$ cat src/rtl/mem_block_fetch_if.sv
// mem_block_fetch_if: cache refill request, main-memory read channel and assembled-line result
// master: cache/memory side (drives request and read data); slave: the fetch engine
interface mem_block_fetch_if #(
   parameter int WORD_SIZE  = 32,
   parameter int WORD_COUNT = 4
);
   localparam int IW = $clog2(WORD_COUNT);
   logic                            req_valid;
   logic                            req_ready;
   logic [12:0]                     req_block_addr;
   logic [IW-1:0]                   req_offset;
   logic                            mem_rd;
   logic [12+IW:0]                  mem_addr;
   logic [WORD_SIZE-1:0]            mem_rdata;
   logic                            mem_rvalid;
   logic [WORD_SIZE*WORD_COUNT-1:0] line_data;
   logic                            line_valid;
   logic                            err;
   logic [15:0]                     fetch_count;
   modport master (
      output req_valid, req_block_addr, req_offset, mem_rdata, mem_rvalid,
      input  req_ready, mem_rd, mem_addr, line_data, line_valid, err, fetch_count
   );
   modport slave (
      input  req_valid, req_block_addr, req_offset, mem_rdata, mem_rvalid,
      output req_ready, mem_rd, mem_addr, line_data, line_valid, err, fetch_count
   );
endinterface

$ cat src/rtl/mem_block_fetch.sv
// mem_block_fetch: refills one cache block by issuing WORD_COUNT single-word memory reads
// Ports: clk (rising edge), rst (async, active-high), bus (slave modport of mem_block_fetch_if):
//   req_valid/req_ready/req_block_addr/req_offset request handshake, mem_rd/mem_addr/mem_rdata/
//   mem_rvalid memory channel, line_data/line_valid result, err timeout pulse, fetch_count refills.
// Macro CRITICAL_WORD_FIRST_EN: fetch starts at req_offset and wraps; default fetches from word 0.
module mem_block_fetch #(
   parameter int WORD_SIZE  = 32,
   parameter int WORD_COUNT = 4,
   parameter int TIMEOUT    = 64
) (
   input logic               clk,
   input logic               rst,
   mem_block_fetch_if.slave  bus
);
   localparam int IW = $clog2(WORD_COUNT);
   typedef enum logic [1:0] {IDLE, ISSUE, WAIT, DONE} state_t;
   state_t        state;
   logic [12:0]   blk;
   logic [IW-1:0] idx;
   logic [IW-1:0] cnt;
   logic [7:0]    tcnt;
   logic [IW-1:0] start;
`ifdef CRITICAL_WORD_FIRST_EN
   assign start = bus.req_offset;
`else
   assign start = '0;
`endif
   assign bus.req_ready = state == IDLE;
   always_ff @(posedge clk or posedge rst) begin
      if (rst) begin
         state           <= IDLE;
         blk             <= '0;
         idx             <= '0;
         cnt             <= '0;
         tcnt            <= '0;
         bus.mem_rd      <= 1'b0;
         bus.mem_addr    <= '0;
         bus.line_data   <= '0;
         bus.line_valid  <= 1'b0;
         bus.err         <= 1'b0;
         bus.fetch_count <= '0;
      end else begin
         bus.mem_rd     <= 1'b0;
         bus.line_valid <= 1'b0;
         bus.err        <= 1'b0;
         case (state)
            IDLE: if (bus.req_valid) begin
               blk          <= bus.req_block_addr;
               idx          <= start;
               cnt          <= '0;
               tcnt         <= '0;
               bus.mem_rd   <= 1'b1;
               bus.mem_addr <= {bus.req_block_addr, start};
               state        <= ISSUE;
            end
            ISSUE: begin
               tcnt  <= '0;
               state <= WAIT;
            end
            WAIT: if (bus.mem_rvalid) begin
               bus.line_data[idx*WORD_SIZE +: WORD_SIZE] <= bus.mem_rdata;
               cnt <= cnt + 1'b1;
               if (cnt == IW'(WORD_COUNT - 1))
                  state <= DONE;
               else begin
                  // next word wraps modulo WORD_COUNT through the index width
                  idx          <= idx + 1'b1;
                  bus.mem_rd   <= 1'b1;
                  bus.mem_addr <= {blk, idx + 1'b1};
                  state        <= ISSUE;
               end
            end else if (tcnt == 8'(TIMEOUT - 1)) begin
               bus.err <= 1'b1;
               state   <= IDLE;
            end else
               tcnt <= tcnt + 1'b1;
            DONE: begin
               bus.line_valid <= 1'b1;
               if (bus.fetch_count != 16'hFFFF)
                  bus.fetch_count <= bus.fetch_count + 1'b1;
               state <= IDLE;
            end
         endcase
      end
   end
endmodule

$ cat src/flat_wrapper.sv
// flat-port wrapper written by rule: the top's interface ports become plain ports
module mem_block_fetch_flat 
#(
   parameter int WORD_SIZE  = 32,
   parameter int WORD_COUNT = 4,
   parameter int TIMEOUT    = 64
)
  (clk, rst, bus_req_valid, bus_req_block_addr, bus_req_offset, bus_mem_rdata, bus_mem_rvalid, bus_req_ready, bus_mem_rd, bus_mem_addr, bus_line_data, bus_line_valid, bus_err, bus_fetch_count);
  mem_block_fetch_if #(.WORD_SIZE(WORD_SIZE), .WORD_COUNT(WORD_COUNT)) bus_i ();
  input logic clk;
  input logic rst;
  input wire logic [$bits(bus_i.req_valid)-1:0] bus_req_valid;
  input wire logic [$bits(bus_i.req_block_addr)-1:0] bus_req_block_addr;
  input wire logic [$bits(bus_i.req_offset)-1:0] bus_req_offset;
  input wire logic [$bits(bus_i.mem_rdata)-1:0] bus_mem_rdata;
  input wire logic [$bits(bus_i.mem_rvalid)-1:0] bus_mem_rvalid;
  output wire logic [$bits(bus_i.req_ready)-1:0] bus_req_ready;
  output wire logic [$bits(bus_i.mem_rd)-1:0] bus_mem_rd;
  output wire logic [$bits(bus_i.mem_addr)-1:0] bus_mem_addr;
  output wire logic [$bits(bus_i.line_data)-1:0] bus_line_data;
  output wire logic [$bits(bus_i.line_valid)-1:0] bus_line_valid;
  output wire logic [$bits(bus_i.err)-1:0] bus_err;
  output wire logic [$bits(bus_i.fetch_count)-1:0] bus_fetch_count;
  assign bus_i.req_valid = bus_req_valid;
  assign bus_i.req_block_addr = bus_req_block_addr;
  assign bus_i.req_offset = bus_req_offset;
  assign bus_i.mem_rdata = bus_mem_rdata;
  assign bus_i.mem_rvalid = bus_mem_rvalid;
  assign bus_req_ready = bus_i.req_ready;
  assign bus_mem_rd = bus_i.mem_rd;
  assign bus_mem_addr = bus_i.mem_addr;
  assign bus_line_data = bus_i.line_data;
  assign bus_line_valid = bus_i.line_valid;
  assign bus_err = bus_i.err;
  assign bus_fetch_count = bus_i.fetch_count;
  mem_block_fetch #(.WORD_SIZE(WORD_SIZE), .WORD_COUNT(WORD_COUNT), .TIMEOUT(TIMEOUT)) u_core (.clk(clk), .rst(rst), .bus(bus_i));
endmodule
$ cat config.mk
export PLATFORM = sky130hd
export DESIGN_NAME = mem_block_fetch_flat
export DESIGN_NICKNAME = d
export VERILOG_FILES = /design/src/rtl/mem_block_fetch_if.sv /design/src/rtl/mem_block_fetch.sv /design/src/flat_wrapper.sv
export SDC_FILE = /design/constraint.sdc
export NUM_CORES = 1
export LEC_CHECK = 0
export ABC_AREA = 1
export CAP_MARGIN = 0
export CELL_PAD_IN_SITES_DETAIL_PLACEMENT = 0
export CELL_PAD_IN_SITES_GLOBAL_PLACEMENT = 2
export CORE_MARGIN = 3
export CORE_UTILIZATION = 27
export CTS_BUF_LIST = sky130_fd_sc_hd__clkbuf_2
export DETAILED_ROUTE_END_ITERATION = 8
export PLACE_DENSITY_LB_ADDON = 0.1
export SYNTH_ARGS = -nofsm -noshare
export SYNTH_HDL_FRONTEND = slang
export SYNTH_SLANG_ARGS = --single-unit
export TNS_END_PERCENT = 5
$ cat constraint.sdc
create_clock -name clk -period 5.4 [get_ports clk]
set_input_delay 0.54 -clock clk [delete_from_list [all_inputs] [get_ports clk]]
set_output_delay 0.54 -clock clk [all_outputs]
set_load 0.005 [all_outputs]
---- Word level (Yosys, flattened, before mapping) ----
Index checks and enable logic that the tools add are counted.
Widths: inputs -> output; s select.
operators by class
  $add $sub $neg .......................... 5
  multiplexer cells ....................... 28
  shifts and indexed selects .............. 2
  equal/unequal tests ..................... 12
  reductions and logical operators ........ 10
operator list
  cell                       count
  $bwmux 128                 1
  $shift 32x34->128 const A  1
  $shiftx 32x34->128         1
  $mux 15                    3
  $neg 7->34                 1
  $pmux 15 s2                1
  $mux 8                     3
  $pmux 8 s3                 1
  $add 16x1->16 const B      1
  $mux 2                     8
  $ne 16x16->1 const B       1
  $ne 2x2->1 const B         5
  $add 8x1->8 const B        1
  $eq 8x6->1 const B         1
  $pmux 2 s2                 2
  $pmux 2 s4                 1
  $reduce_and 2->1           4
  $reduce_and 4->1           2
  $mux 1                     7
  $eq 2x2->1 const B         3
  $add 2x1->2 const B        2
  $ne 3x2->1 const B         1
  $reduce_and 3->1           1
  $reduce_bool 3->1          1
  other kinds (4)            4
word-level totals
  register bits after elaboration ......... 189
  bits of input ports ..................... 51
  output and inout port bits .............. 163
  logic and storage cells ................. 68

---- Longest topological paths before layout ----
Gate-level depths: netlist of run 1.
  depth after elaboration ................. 4
  gate-level depth with buffers ........... 10
  gate-level depth less buffers ........... 9

---- Worst setup path after synthesis of run 1 ----
Ideal clock, no wire load.
  path type ............................... flip-flop to flip-flop
  start point ............................. register u_core.idx[0]
  end point ............................... register u_core.bus.line_data[87]
  required time ........................... 5317 ps
  stages on the path, launching flop included .. 9
  path slack .............................. 3715 ps
  clock period less this slack ............ 1685 ps
  setup time .............................. 83 ps
  path buffers ............................ 1
  arrival ................................. 1602 ps
  cell sequence ........................... dfrtp_1 -> inv_2 -> ha_1 -> inv_1 -> or2_1 -> inv_2 -> nand4_2 -> clkbuf_1 -> o21ai_0
on the way
  word-level cells in the longest chain between the ends .. 3
  elaborated cells on any way between the ends .. 4
  classes of those cells .................. add/sub (1); shift (2); mux (1)
RTL lines
  item                                                     RTL line                  text
  start: declaration                                       mem_block_fetch.sv:19     logic [IW-1:0] idx;
  start signal: assignment                                 mem_block_fetch.sv:49     idx <= start;
  start signal: assignment                                 mem_block_fetch.sv:67     idx <= idx + 1'b1;
  $neg 7->34 *                                             mem_block_fetch.sv:61     bus.line_data[idx*WORD_SIZE +: WORD_SIZE] <= bus.mem_rdata;
  $shiftx 32x34->128 or $shift 32x34->128 (tied branches)  mem_block_fetch.sv:61
  $bwmux 128 *                                             mem_block_fetch.sv:61
  end signal: indexed assignment                           mem_block_fetch.sv:61
  end: declaration                                         mem_block_fetch_if.sv:26  output req_ready, mem_rd, mem_addr, line_data, line_valid, err, fetch_count
Every way passes the cells marked *; elsewhere a longest branch is shown, timed or not.
A chain may end at the register's enable or synchronous reset.

---- Final worst setup path of run 1 ----
  start point ............................. register u_core.idx[0]
  end point ............................... register u_core.bus.line_data[88]
Same word-level chain as after synthesis.

==> out/qor.csv, run 1 <==
stage,metric,value,unit
worst_hold_path,min_path_cells,3,
grt,use_met3,3.322,%
power_and_ir_drop,powerDensity,424.5,nW/um2
setup_path,cp.required,6.10,ns
timing,fin_crit,3.395,ns
floorplanning,dieArea,32730,um2
floorplanning,start_util,27.65,%
grt,use_met2,26.53,%
setup_path,r2r_setup_slack,2.00,ns
setup_path,crit_path_end_kind,register,
placement,gp_congestion,0.7000,
synth,synth_top_area_cell,dfrtp_1,
power_and_ir_drop,p_total,4.649,mW
timing,fmax,294.5,MHz
cts,cts_max_level,4,
synth,synth_area,8260,um2
synth,post-synth-top-count-cell,nand2_1,
grt,grtUsageMet1,23.22,%
floorplanning,die_w,180.9,um
detailed_routing,dr.pass1.iters,5,
floorplanning,die_h,180.9,um
synth,syn-num-nets,992,
cells_and_area,fin_area,10950,um2
cells_and_area,syn_to_final_growth,32.58,%
synth,ys.warnings.count,0,
grt,antenna_found_initial,1,
grt,grt_pass1_vias,7202,
placement,hpwl,17480,um
placement,port_buffers,211,
cts,clock_sinks,187,
worst_hold_path,hold_path_end,u_core.bus.line_data[17],
detailed_routing,ant_nets,0,
cells_and_area,drive_gt1_share,5.945,%
timing,slew-limit-headroom,24.62,%
cts,cts_tree,yes,
floorplanning,core_area,29870,um2
outcome,status,"complete, no violations",
timing,worst_clock_skew,0.06327,ns
grt,grt_pass1_wl,42790,um
setup_path,critPathLaunchType,register,
cts,cts_setup_buffers,0,
timing,rsz0062_at_grt,no,
setup_path,critical_path.max_fanout,33,
setup_path,r2r_start,u_core.idx[0],
cells_and_area,nFillCells,3115,
setup_path,timing.rr.end,u_core.bus.line_data[88],
synth,synth_ff_type,dfrtp_1,
setup_path,arrival,4.09,ns
placement,place_area,10690,um2
floorplanning,ios,214,
cts,cts_buffer_depth,2,
synth,avgSynthCellArea,8.854,um2
floorplanning,rows,63,
synth,synthTopCellsByArea,"dfrtp_1 57%, nand2_1 9.7%, o21ai_0 8.3%, nand3_1 5.1%, inv_1 3.3%",
synth,ys_async_sr_fraction,100.0,%
timing,tns,0,ns
power_and_ir_drop,p_leak,5.085,nW
detailed_routing,num_vias,7132,
timing,finalHoldViolCount,0,
synth,ys_seq_area_share,56.65,%
cts,clkTransAtPathRegs,0.36,ns
cts,cts_buffers,17,
worst_hold_path,holdCritPathClass,in -> reg,
detailed_routing,drc,0,
detailed_routing,drt_iter0_drc,276,
setup_path,crit_type,reg -> reg,
grt,grt_busiest_layer,met2,
detailed_routing,vias_per_cell,4.692,
timing,period_share,62.87,%
cts,clk-insertion-delay-late,0.78,ns
synth,ys_seq_elements,187,
setup_path,reg2reg_depth,8,
detailed_routing,wl_per_cell,17.90,um
timing,worst_pin_slew,1.129,ns
synth,synth_cells,933,
cells_and_area,stdcell_count,1520,
placement,dp_cells,1484,
worst_hold_path,min_from,bus_mem_rdata[17],
grt,overflow,0,
detailed_routing,wirelength,27200,um
cts,cts_hold_buffers,1,
cts,root_buffer,clkbuf_2,
cells_and_area,finalNetCount,1173,
timing,slew_violations,0,
timing,setup_viol,0,
power_and_ir_drop,ir_drop,276.5,uV
synth,ys_types,31,
cts,cts_resized,0,
synth,synth_common_cells,"213 x nand2_1, 187 x dfrtp_1, 137 x o21ai_0, 85 x nand3_1, 72 x inv_1",
synth,synth_top_area_share,56.65,%
grt,grt_max_degree,143,
run,drv_cap,0,
synth,synth_edf_count,0,
grt,grt.total_usage,16.45,%
[metal layers]
metal  routed length [um]  part of all wire [%]  vias to the layer above
met5                    0                     0                        -
met4                  243                  0.89                        0
met3                 1234                   4.5                       13
met2                12600                    46                      168
met1                13120                    48                     3479
li1                     -                     -                     3472
[worst max-delay path, stage by stage, from the launching register on]
cell and delay [ns]:
dfrtp_1 0.88, inv_2 0.14, ha_1 0.40, inv_1 0.07, or2_1 0.21, inv_2 0.57
nand4_2 0.52, buf_4 0.40, o21ai_0 0.17
[stage by stage]
step                hold WS [ns]  setup slack, ns  utilization [%]
floorplan                 0.4663            2.454                -
global placement          0.4652            1.983            35.78
detailed placement        0.4675            1.929            35.78
CTS                       0.2179            1.916            36.63
global route              0.1862            1.703            36.66
finish                    0.3089            2.005            36.66
[area by class of cell]
type                    count  area, um2  area share, %
diodes                      3      7.507        0.06855
clock buffers              17      85.08         0.7769
clock inverters            15      158.9          1.451
inverters                  76      289.0          2.639
multi-input cells         612       3049          27.84
flip-flops and latches    187       4679          42.73
well taps                 390      488.0          4.456
repair buffers            220       2195          20.04
[where the power goes]
part / switching (mW) / internal [mW]
Sequential: 0.225 / 1.76
Combinational: 1.09 / 0.836
Clock: 0.590 / 0.153
[cells in the final DEF (no fill, tap or decap), types with 2 or more instances in the layout]
cell | netlist | routed
a21oi_1 | 2 | 2
a31oi_1 | 13 | 13
buf_4 | 3 | 7
clkbuf_2 | 0 | 17
clkdlybuf4s50_1 | 0 | 211
clkinv_1 | 1 | 2
clkinv_8 | 0 | 4
clkinvlp_4 | 0 | 2
dfrtp_1 | 187 | 187
diode_2 | 0 | 3
ha_1 | 8 | 8
inv_1 | 72 | 71
inv_2 | 3 | 3
inv_6 | 0 | 4
inv_8 | 0 | 3
mux2_2 | 13 | 13
nand2_1 | 213 | 213
nand2_2 | 3 | 3
nand2_4 | 2 | 2
nand3_1 | 85 | 85
nand3b_1 | 3 | 3
nand4_1 | 10 | 10
nor2_1 | 63 | 62
nor2_4 | 1 | 4
o21ai_0 | 137 | 137
o21ai_1 | 14 | 14
o21bai_1 | 2 | 2
o31ai_1 | 32 | 32
or2_1 | 2 | 2
xnor2_1 | 2 | 2
[sequential cells by signal (all words and copies together) (netlist names)]
register	cells
u_core.cnt	2
u_core.state	2
u_core.bus.mem_rd	1
u_core.blk	13
u_core.bus.err	1
u_core.bus.line_valid	1
u_core.tcnt	8
u_core.idx	1
u_core.bus.mem_addr	14
u_core.bus.fetch_count	16
u_core.bus.line_data	128
[worst max-delay path by stage]
| stage | start | to | cells past startpoint |
|---|---|---|---|
| floorplan | rst | u_core.blk[0] | 1 |
| global placement | u_core.idx[0] | u_core.bus.line_data[80] | 8 |
| detailed placement | u_core.idx[0] | u_core.bus.line_data[75] | 8 |
| CTS | u_core.idx[0] | u_core.bus.line_data[75] | 8 |
| global route | u_core.idx[0] | u_core.bus.line_data[75] | 8 |
| finish | u_core.idx[0] | u_core.bus.line_data[88] | 8 |
[cell families (layout without fill, tap and decap cells)]
family / after synthesis / count (layout) / synth area share, %
other: 0 / 3 / 0
multiplexers: 13 / 13 / 1.772
XOR/XNOR: 3 / 3 / 0.3181
flip-flops: 187 / 187 / 56.65
AO/OA/AOI/OAI: 201 / 201 / 13.45
adder cells (fa/ha/maj): 8 / 8 / 1.212
buffers and inverters: 134 / 328 / 6.649
AND/OR/NAND/NOR: 387 / 387 / 19.95
Note: power is estimated with default switching activity, not from simulation.
==> inputs of run 2 (changes only) <==
Settings changed: CORE_UTILIZATION 27 to 30.
Clock period 5.4 ns to 3.2 ns, I/O delays scaled along.
==> run 2 against run 1 <==
Against the previous run:
- sequential power increased by 67%
- die area decreased by 9.7%
- via count down 0.35%
- non-clock buffer count up 8
- clock power up 59%
- final cell count decreased by 2.8%
- critical path type is now reg -> out
- largest power group is now combinational cells
==> out/qor.csv, run 2 (synthesized netlist as in run 1, its figures left out) <==
stage,metric,value,unit,change
power_and_ir_drop,p_leak,5.137,nW,+1.0%
grt,grt_max_degree,86,,-40%
grt,grt_pass1_wl,41230,um,-3.6%
timing,tns,0,ns,unchanged
floorplanning,ios,214,,unchanged
timing,worst_pin_slew,1.182,ns,+0.05292 ns
timing,worst_hold_slack,0.08607,ns,-0.2229 ns
timing,slew_violations,0,,unchanged
setup_path,critical_path.max_fanout,4,,-88%
cts,cts_max_level,4,,unchanged
cts,cts_buffer_depth,2,,unchanged
cells_and_area,syn_to_final_growth,32.79,%,
cts,clkTransAtPathRegs,0.32,ns,-0.04 ns
detailed_routing,ant_nets,0,,unchanged
cts,clk-insertion-delay-late,0.76,ns,-0.02 ns
power_and_ir_drop,powerDensity,715.8,nW/um2,+69%
placement,dp_cells,1443,,-2.8%
cts,root_buffer,clkbuf_2,,
setup_path,crit_path_end_kind,output pin,,
grt,grt.total_usage,17.79,%,+1.3 points
placement,place_area,10740,um2,+0.46%
timing,rsz0062_at_grt,no,,
timing,finalHoldViolCount,0,,unchanged
cells_and_area,layout_common_cells,"213 x nand2_1, 211 x clkdlybuf4s50_1, 187 x dfrtp_1, 137 x o21ai_0, 85 x nand3_1",,
timing,worst_clock_skew,0.05946,ns,-0.003801 ns
detailed_routing,drt_iter0_drc,454,,+64%
detailed_routing,wl_per_cell,17.76,um,-0.75%
cts,cts_setup_buffers,0,,unchanged
setup_path,arrival,1.98,ns,-2.11 ns
placement,port_buffers,211,,unchanged
cells_and_area,regMostFlops,u_core.bus.line_data,,
cells_and_area,layout_commonest_cell,nand2_1,,
grt,grt_pass1_vias,7084,,-1.6%
floorplanning,die_h,171.9,um,-5.0%
cells_and_area,largest_reg_flops,128,,unchanged
cts,cts_buffers,17,,unchanged
cts,cts_tree,yes,,
cts,clock_sinks,187,,unchanged
detailed_routing,num_vias,7107,,-0.35%
cells_and_area,drive_gt1_share,6.520,%,+0.57 points
placement,gp_congestion,0.7489,,+7.0%
cells_and_area,stdcell_count,1477,,-2.8%
worst_hold_path,holdCritPathClass,in -> reg,,
floorplanning,rows,60,,-4.8%
cells_and_area,largest_registers,"u_core.bus.line_data (128), u_core.bus.fetch_count (16), u_core.bus.mem_addr (14)",,
timing,setup_viol,0,,unchanged
cells_and_area,finalNetCount,1181,,+0.68%
cells_and_area,fin_area,10970,um2,+0.16%
outcome,status,"complete, no violations",,
grt,overflow,0,,unchanged
floorplanning,die_w,171.9,um,-5.0%
timing,period_share,72.03,%,
timing,fin_crit,2.305,ns,
detailed_routing,drc,0,,unchanged
detailed_routing,dr.pass1.iters,4,,-1
grt,antenna_found_initial,1,,unchanged
floorplanning,core_area,27030,um2,-9.5%
timing,fmax,433.9,MHz,
cts,cts_resized,0,,unchanged
detailed_routing,wirelength,26240,um,-3.6%
setup_path,crit_type,reg -> out,,
detailed_routing,vias_per_cell,4.812,,+2.6%
floorplanning,dieArea,29560,um2,-9.7%
power_and_ir_drop,ir_drop,444.8,uV,+61%
timing,slew-limit-headroom,21.09,%,-3.5 points
setup_path,critPathLaunchType,register,,
floorplanning,start_util,30.56,%,+2.9 points
run,drv_cap,0,,unchanged
setup_path,cp.required,2.88,ns,-3.22 ns
placement,hpwl,17370,um,-0.64%
[run 2: changes by cell type in the layout (fill, tap and decap cells not counted), sizes merged]
cell,previous run,this run
clkinv,8,9
buf,8,16
diode,3,1
clkinvlp,2,1
[run 2: per-layer routing]
layer | track usage [%] | part of all wire, % | vias to the layer above
met5 | 0 | 0 | -
met4 | 3.402 | 1.3 | 0
met3 | 3.727 | 5.0 | 14
met2 | 28.13 | 46 | 172
met1 | 25.55 | 47 | 3450
li1 | - | - | 3471
[run 2: path summary, 6_finish.rpt]
path / start / endpoint / slack [ns] / cells after the start
max: u_core.state[1] / bus_req_ready / 0.90 / 2
min: bus_req_block_addr[8] / u_core.bus.mem_addr[10] / 0.09 / 3
max reg2reg: u_core.bus.mem_addr[1] / u_core.bus.line_data[4] / 0.90 / 6
min reg2reg: u_core.cnt[0] / u_core.cnt[0] / 0.52 / 1
max in group asynchronous: rst / u_core.bus.mem_addr[1] / 2.05 / 4
min in group asynchronous: rst / u_core.bus.line_data[14] / 0.34 / 3
[run 2: critical path, cell delays in order, from the launching register on]
cell	delay (ns)
dfrtp_1	0.49
nor2_1	0.22
clkdlybuf4s50_1	0.57
[run 2: final cells by class]
class,count,area [um2]
Clock inverter,15,132.6
Clock buffer,17,85.08
Multi-Input combinational cell,612,3049
Inverter,76,289.0
Antenna cell,1,2.502
Timing Repair Buffer,228,2305
Tap cell,341,426.7
Sequential cell,187,4679
Fill cell,2735,16060
[run 2: report_power, final]
| part | total (mW) | switching (mW) | internal [mW] |
|---|---|---|---|
| Sequential | 3.31 | 0.343 | 2.97 |
| Clock | 1.18 | 0.938 | 0.239 |
| Combinational | 3.36 | 1.87 | 1.49 |
| Total | 7.85 | 3.15 | 4.70 |
[run 2: metrics by stage]
step | power, mW | util (%) | setup slack, ns
floorplan | 4.966 | - | 0.4735
CTS | 8.022 | 40.58 | 0.8018
global route | 8.502 | 40.59 | 0.6707
global placement | 6.786 | 39.74 | 0.9086
detailed placement | 6.812 | 39.74 | 0.8595
finish | 7.851 | 40.59 | 0.8951
[run 2: timing repair]
action,in CTS,in global routing
setup endpoints to repair,0,0
hold buffers,1,0
endpoints found under the hold margin,7,0
==> inputs of run 3 (changes only) <==
Clock period 3.2 ns to 2.3 ns, I/O delays scaled along.
==> run 3 against run 2 <==
Against the previous run:
- non-clock buffer count grew 46
- sequential power increased by 39%
- critical path depth is the same
- count of clock-buffer cells in the layout increased by 1
- worst setup slack got worse by 0.73 ns
- clock power is 57% higher
- largest cell class unchanged
- final cell count is 3.1% higher
- first-iteration DRC count increased by 2.9%
- core utilization grew 1.8 points
==> out/qor.csv, run 3 (synthesized netlist as in run 1, its figures left out) <==
stage,metric,value,unit,change
cts,clk-insertion-delay-late,0.78,ns,+0.02 ns
power_and_ir_drop,p_leak,5.353,nW,+4.2%
cells_and_area,fin_util,42.42,%,+1.8 points
power_and_ir_drop,p_switching,4.415,mW,+40%
setup_path,cp_num_buf_inv,1,,unchanged
grt,antenna_found_initial,1,,unchanged
cells_and_area,largest_reg_flops,128,,unchanged
detailed_routing,wirelength,26710,um,+1.8%
detailed_routing,drt_iter0_drc,467,,+2.9%
cells_and_area,regArea,4679,um2,unchanged
setup_path,critPathSlowestCell,clkdlybuf4s50_1,,
power_and_ir_drop,ir_drop,630.1,uV,+42%
grt,grt_pass1_vias,7060,,-0.34%
detailed_routing,wl_per_cell,17.54,um,-1.3%
power_and_ir_drop,switching_share,39.01,%,-1.1 points
grt,grt_max_degree,86,,unchanged
cells_and_area,layout_commonest_cell,nand2_1,,
grt,grt.total_usage,17.87,%,+0.073 points
power_and_ir_drop,p_int,6.903,mW,+47%
cells_and_area,multi_input_area,3052,um2,about the same
cells_and_area,finalNetCount,1227,,+3.9%
floorplanning,rows,60,,unchanged
setup_path,critical_path.max_fanout,3,,-1
timing,worst_pin_slew,0.7384,ns,-0.4440 ns
cts,root_buffer,clkbuf_2,,
setup_path,critPathLaunchType,register,,
power_and_ir_drop,pwr-share-seq,40.7,%,-1.5 points
cts,cts_tree,yes,,
detailed_routing,vias_per_cell,4.779,,-0.67%
power_and_ir_drop,comb_power_share,42.9,%,about the same
setup_path,cp.required,2.07,ns,-0.81 ns
timing,worst_clock_skew,0.06482,ns,+0.005355 ns
setup_path,cp_top_family,buffers and inverters,,
placement,gp_congestion,0.7574,,+1.1%
cts,cts_buffers,17,,unchanged
cells_and_area,layout_common_cells,"213 x nand2_1, 211 x clkdlybuf4s50_1, 187 x dfrtp_1, 137 x o21ai_0, 85 x nand3_1",,
timing,setup_viol,0,,unchanged
setup_path,crit_type,reg -> out,,
floorplanning,die_h,171.9,um,unchanged
setup_path,cpPeakStageDelay,0.55,ns,-0.02 ns
detailed_routing,ant_nets,0,,unchanged
floorplanning,dieArea,29560,um2,unchanged
cts,clock_sinks,187,,unchanged
grt,overflow,0,,unchanged
detailed_routing,dr.pass1.iters,5,,+1
cells_and_area,nFillCells,2766,,+1.1%
timing,fmax,469.5,MHz,
floorplanning,start_util,30.56,%,unchanged
cells_and_area,syn_to_final_growth,38.78,%,
grt,grt_pass1_wl,41260,um,about the same
timing,finalHoldViolCount,0,,unchanged
detailed_routing,num_vias,7279,,+2.4%
run,drv_cap,0,,unchanged
cells_and_area,regMostFlops,u_core.bus.line_data,,
detailed_routing,drc,0,,unchanged
cts,clkTransAtPathRegs,0.25,ns,-0.07 ns
cts,cts_max_level,4,,unchanged
power_and_ir_drop,powerDensity,987.2,nW/um2,+38%
floorplanning,die_w,171.9,um,unchanged
cts,cts_buffer_depth,2,,unchanged
timing,slew_violations,0,,unchanged
setup_path,arrival,1.90,ns,-0.08 ns
floorplanning,core_area,27030,um2,unchanged
floorplanning,ios,214,,unchanged
timing,slew-limit-headroom,50.40,%,+29 points
placement,hpwl,17830,um,+2.7%
power_and_ir_drop,pwr-share-clk,16.3,%,+1.3 points
power_and_ir_drop,p_total,11.32,mW,+44%
placement,port_buffers,211,,unchanged
cells_and_area,drive_gt1_share,7.536,%,+1.0 points
setup_path,crit_path_end_kind,output pin,,
timing,fin_crit,2.130,ns,
cells_and_area,largest_registers,"u_core.bus.line_data (128), u_core.bus.fetch_count (16), u_core.bus.mem_addr (14)",,
timing,period_share,92.61,%,
setup_path,crit_chain,nor2_2 -> clkdlybuf4s50_1,,
outcome,status,"complete, no violations",,
worst_hold_path,holdCritPathClass,in -> reg,,
run 3: cell types whose count changed in the layout (fill, tap and decap cells not counted):
cell / change
buf_12: +1
buf_4: +10
buf_6: +1
bufinv_16: +2
clkbuf_2: +1
clkinv_1: -2
clkinv_2: -1
clkinv_4: -2
clkinv_8: -1
clkinvlp_4: +2
dlygate4sd3_1: +34
inv_8: +1
nor2_1: -1
nor2_2: +1
run 3: final cells by class:
cell class,count,area share (%)
sequential,187,40.82
multi-input combinational,612,26.62
timing repair buffer,274,24.00
tap,341,3.722
inverter,76,2.521
clock inverter,14,1.506
clock buffer,18,0.7859
antenna,1,0.02183
run 3: per-stage QoR:
step	hold WS (ns)	TNS [ns]	setup WS, ns	area, um2	instances
floorplan	0.2964	-62.93	-0.3365	8264	933
global placement	0.4639	0	0.3487	10830	1453
detailed placement	0.4676	0	0.2757	10830	1453
CTS	0.004805	0	0.004301	11440	1520
global route	0.001871	-0.001205	-0.001205	11460	1523
finish	0.09096	0	0.1700	11460	1523
run 3: per-layer routing:
layer | vias to the layer above | wire [um] | part of all wire [%] | global-route usage, %
met3 | 13 | 1204 | 4.5 | 3.498
met4 | 0 | 285 | 1.1 | 3.367
met5 | - | 0 | 0 | 0
li1 | 3565 | - | - | -
met1 | 3536 | 13130 | 49 | 26.29
met2 | 165 | 12090 | 45 | 27.72
run 3: worst min-delay path: stages:
cell,delay (ns)
clkdlybuf4s50_1,0.40
inv_1,0.10
o21ai_1,0.07
run 3: power by group through the flow:
stage | logic (mW) | registers, mW | clock network [mW]
CTS | 4.92 | 4.63 | 1.95
detailed placement | 4.83 | 4.70 | 0
global placement | 4.81 | 4.68 | 0
global route | 5.36 | 4.75 | 2.07
floorplan | 2.22 | 4.69 | 0
finish | 4.86 | 4.61 | 1.85
run 3: path summary, 6_finish.rpt:
path,start,end,slack [ns],cells after the start
max in group asynchronous,rst,u_core.bus.line_data[38],1.38,4
hold reg to reg,u_core.bus.line_data[4],u_core.bus.line_data[4],0.52,2
min in group asynchronous,rst,u_core.bus.line_data[16],0.43,4
setup reg to reg,u_core.idx[0],u_core.bus.line_data[88],0.18,9
setup / recovery,u_core.state[1],bus_req_ready,0.17,2
hold / removal,bus_mem_rdata[21],u_core.bus.line_data[85],0.09,3
run 3: timing repair:
item,CTS,global route
buffers inserted,1,1
setup endpoints to repair,1,1
hold buffers,34,1
hold endpoints to repair,227,1
gates resized for setup,1,1
